===== config.mk =====
export PLATFORM = sky130hd
export DESIGN_NAME = reg_bank_write_arbiter
export DESIGN_NICKNAME = d
export VERILOG_FILES = /design/src/rtl/reg_bank_write_arbiter.sv
export SDC_FILE = /design/constraint.sdc
export NUM_CORES = 1
export LEC_CHECK = 0
export CAP_MARGIN = 20
export CORE_MARGIN = 1
export CORE_UTILIZATION = 50
export DETAILED_ROUTE_END_ITERATION = 8
export PLACE_DENSITY = 0.81
export RECOVER_POWER = 100
export SYNTH_ARGS = -nofsm -noshare
export SYNTH_HDL_FRONTEND = slang
export SYNTH_SLANG_ARGS = --single-unit

===== constraint.sdc =====
create_clock -name clk -period 3.9 [get_ports clk]
set_clock_uncertainty 0.05 [all_clocks]
set_input_delay 0.975 -clock clk [delete_from_list [all_inputs] [get_ports clk]]
set_output_delay 0.975 -clock clk [all_outputs]
set_load 0.01 [all_outputs]

===== src/rtl/reg_bank_write_arbiter.sv =====
// rtl/reg_bank_write_arbiter.sv - round-robin write arbiter with lock/burst cap in front of a 4-entry register bank
module reg_bank_write_arbiter #(
    parameter int WIDTH     = 32,
    parameter int MAX_BURST = 4
) (
    input  logic               clk,
    input  logic               res,
    input  logic [3:0]         req,
    input  logic [3:0]         lock,
    input  logic [7:0]         wr_addr,
    input  logic [4*WIDTH-1:0] wr_data,
    output logic [3:0]         gnt,
    output logic [1:0]         owner,
    output logic               busy,
    input  logic [1:0]         rd_addr,
    output logic [WIDTH-1:0]   rd_data
);

    typedef enum logic [1:0] {
        IDLE  = 2'd0,
        GRANT = 2'd1,
        BURST = 2'd2
    } state_t;

    localparam logic [3:0] MAX_B = 4'(MAX_BURST);

    state_t           state;
    logic [1:0]       prio;
    logic [3:0]       burst_cnt;
    logic [WIDTH-1:0] bank [4];

    logic             others_pending;
    logic             keep_owner;
    logic [1:0]       rr_win;
    logic [1:0]       win;
    logic [1:0]       win_addr;
    logic [WIDTH-1:0] win_data;

    // A locked owner keeps the port unless it has used up its cap while someone else waits
    always_comb begin
        others_pending = (req & ~(4'b0001 << owner)) != 4'b0000;
        keep_owner     = (state == BURST) && req[owner] && lock[owner] &&
                         ((burst_cnt < MAX_B) || !others_pending);
    end

    // Round-robin scan from prio upward; descending loop so the nearest set bit wins
    always_comb begin
        rr_win = prio;
        for (int k = 3; k >= 0; k--) begin
            if (req[prio + 2'(k)]) begin
                rr_win = prio + 2'(k);
            end
        end
    end

    // Select the winner and route its address and data to the bank write port
    always_comb begin
        win      = keep_owner ? owner : rr_win;
        win_addr = 2'd0;
        win_data = '0;
        for (int i = 0; i < 4; i++) begin
            if (win == 2'(i)) begin
                win_addr = wr_addr[2*i +: 2];
                win_data = wr_data[WIDTH*i +: WIDTH];
            end
        end
    end

    // Arbitration state, registered grant outputs and the bank write
    always_ff @(posedge clk or negedge res) begin
        if (!res) begin
            state     <= IDLE;
            gnt       <= 4'b0000;
            owner     <= 2'd0;
            prio      <= 2'd0;
            burst_cnt <= 4'd0;
            for (int i = 0; i < 4; i++) begin
                bank[i] <= '0;
            end
        end else if (req == 4'b0000) begin
            state     <= IDLE;
            gnt       <= 4'b0000;
            burst_cnt <= 4'd0;
        end else begin
            bank[win_addr] <= win_data;
            gnt            <= 4'b0001 << win;
            owner          <= win;
            prio           <= win + 2'd1;
            if (keep_owner) begin
                state     <= BURST;
                burst_cnt <= (burst_cnt >= MAX_B) ? 4'd1 : burst_cnt + 4'd1;
            end else if (lock[win]) begin
                state     <= BURST;
                burst_cnt <= 4'd1;
            end else begin
                state     <= GRANT;
                burst_cnt <= 4'd0;
            end
        end
    end

    // Registered busy flag follows the state register
    always_comb begin
        busy = (state != IDLE);
    end

    // Combinational read port straight from the bank, no write bypass
    always_comb begin
        rd_data = bank[rd_addr];
    end

endmodule


==> flow_summary.toml <==
[run_status]
status = "finished, violations left"
violations = "capacitance limit, slew limit"

[routing]
drtIter0Drc = 413
dr.pass1.iters = 5
drc = 0
wl_um = 23700
drt-wirelength-per-cell_um = 22.3
vias = 6322
via_per_inst = 5.95
antenna_left = 0

[pwr]
finalPower_mw = 10.3
powerDensity_nw_per_um2 = 922
ir_drop_uv = 713
leakagePower_nw = 4.92

[yosys]
ys_seq_area_frac = 0.480
async_reset_ff_frac = 1.00
synth_most_common_cell = "dfrtp_1"
ys_ff_latch = 142
synthTopCellsByCount = "dfrtp_1 (142), mux2_2 (124), nand2_1 (47)"
synth_edf_count = 0
synth.distinct_cells = 46
synth_top_area_cell = "dfrtp_1"
yosysTopAreaCellShare = 0.480
yosys_warnings = 0
netlist_instances = 608
syn-cell-area_um2 = 7400
synth_area_per_cell_um2 = 12.2
yosys-top-cells-area = "dfrtp_1 (48%), mux2_2 (19%), mux4_2 (10%), a22oi_1 (3.2%), a21oi_1 (2.4%)"
synth_flop_cell = "dfrtp_1"
syn-num-nets = 761

[worst_setup_path]
critical_path_arrival_ns = 4.14
cp-start-kind = "input pin"
worstSetupPathType = "input pin to register"
crit_required_ns = 4.16
worstPathMaxFanout = 5
end_kind = "register"

[clocking]
htreeDepth = 4
cts_tree = "yes"
hold_buffers = 0
cts-root-buf = "clkbuf_16"
insertion_delay_ns = 0.42
cts-buffers-inserted = 17
cts_max_path_buffers = 2
clock_sinks = 142
clk_pin_slew_ns = 0.06

[placement]
dp_cells = 1003
finalWeightedCongestion = 0.881
portBuffers = 186
place.detailed.hpwl_um = 14400

[floorplanning]
initial_core_util = 0.511
dieArea_um2 = 15300
die_x_um = 124
rows = 44
core_area_um2 = 14500
ioPinCount = 187
die_height_um = 124

[layout]
finalNetCount = 1018
diodes = 0
nFillCells = 844
final_cells = 1062
drive_gt1_frac = 0.374
final_core_util = 0.774
syn_to_final_growth_pct = 51.5

[sta]
slew_viol_final = 90
period_needed_ns = 3.88
setup_viol = 0
holdWs_ns = 0.455
fin_crit_sh = 0.996
tightest_slew_ns = 2.16
max_freq_mhz = 258
hold_viol = 0
slew-limit-headroom = -0.442
tns_ns = 0

[global_route]
grt_first_pass_wirelength_um = 35000
grtUsageTotal = 0.314
grt_max_degree = 90
antenna_found_initial = 0
grt_pass1_vias = 6530
grt_overflow = 0

[job]
maxCapViolations = 1

[hold_path]
min_path_type = "register to register"
[sequential cells by signal (all words and copies together), names as in the netlist]
| name | cells |
|---|---|
| bank | 128 |
| burst_cnt | 4 |
| gnt | 4 |
| owner | 2 |
| prio | 2 |
| state | 2 |
[cells in the final DEF, fill, tap and decap left out, types with 2 or more instances in the layout]
cell type        count
a211o_1              2
a21o_1               4
a21oi_1             34
a21oi_2              2
a221oi_2             2
a22oi_1             32
and2_0               2
and2_1               2
buf_12              14
buf_16               7
buf_2                2
buf_4               70
buf_6               11
bufinv_16            5
clkbuf_16           18
clkbuf_2             4
clkbuf_8             4
clkdlybuf4s50_1    170
clkinv_2             2
clkinvlp_4           3
dfrtp_1            142
dlygate4sd3_1        5
ha_4                 3
inv_1                3
inv_2                2
mux2_2             114
mux2_4              15
mux4_2              33
nand2_1             45
nand2b_1             2
nand3_1              3
nand3b_1             2
nor2_1              40
nor2_4               2
nor2b_1              8
o21ai_0             35
o22ai_1              3
o2bb2ai_1            2
[report_power, final]
part / leakage, nW / internal [mW] / switching [mW]
combinational: 2.80 / 3.35 / 2.63
clock: 0.318 / 1.20 / 0.627
sequential: 1.81 / 2.14 / 0.388
[final timing paths]
kind / start / endpoint / slack, ns / cells after the start
worst min-delay path: bank[15] / bank[15] / 0.46 / 1
worst min register to register: bank[15] / bank[15] / 0.46 / 1
worst max register to register: owner[1] / bank[25] / 0.13 / 16
min in group asynchronous: res / bank[121] / 1.10 / 1
worst max-delay path: lock[2] / bank[25] / 0.02 / 17
max in group asynchronous: res / burst_cnt[3] / 0.82 / 2
[repair_timing]
action | 4_1_cts | 5_1_grt
buffers inserted | 11 | 8
endpoints found under the setup margin | 128 | 128
pin swaps | 7 | 8
gates resized for setup | 28 | 46
cloned | 7 | 1
[cells by family (layout without fill, tap and decap cells)]
family                     Yosys count  count (layout)  synth area share
AOI/OAI and AO/OA                  124             124             0.106
DFF                                142             142             0.480
adders and majority gates            5               5           0.00846
other                                1               1          0.000507
muxes                              163             163             0.299
and+or+nand+nor                    120             120            0.0726
buffers and inverters               53             323            0.0332
[metal layers]
layer | part of all wire | vias up | wire, um | track usage
met5 | 0 | - | 0 | 0
met4 | 0.050 | 0 | 1190 | 0.165
met3 | 0.063 | 106 | 1500 | 0.0609
met2 | 0.51 | 336 | 12100 | 0.553
met1 | 0.37 | 3126 | 8850 | 0.362
li1 | - | 2754 | - | -
[metrics by stage]
stage	setup WS (ns)	cell area, um2
2_1_floorplan	-0.158	7530
3_3_place_gp	-0.583	10000
3_5_place_dp	-0.666	10000
4_1_cts	0.0138	11100
5_1_grt	-0.0457	11200
6_report	0.0171	11200
[worst max-delay path, stage by stage]
cell and delay (ns):
clkbuf_2 0.09, nand2_1 0.05, mux4_2 0.47, a211o_1 0.36, mux2_4 0.36, clkinv_4 0.08
ha_4 0.13, nor2b_4 0.15, a221oi_2 0.06, o31a_1 0.33, buf_6 0.14, nor2_4 0.13
nand2b_4 0.10, buf_12 0.14, buf_12 0.12, buf_16 0.13, mux2_4 0.30
[final cells by class]
cell class                      count  area (um2)  area share
Sequential cell                   142        3550       0.317
Tap cell                          184         230      0.0205
Multi-Input combinational cell    413        3790       0.338
Timing Repair Buffer              285        2940       0.262
Clock buffer                       22         484      0.0432
Inverter                            6        27.5     0.00246
Clock inverter                     10         183      0.0163
Power figures use the tool's default switching activity.
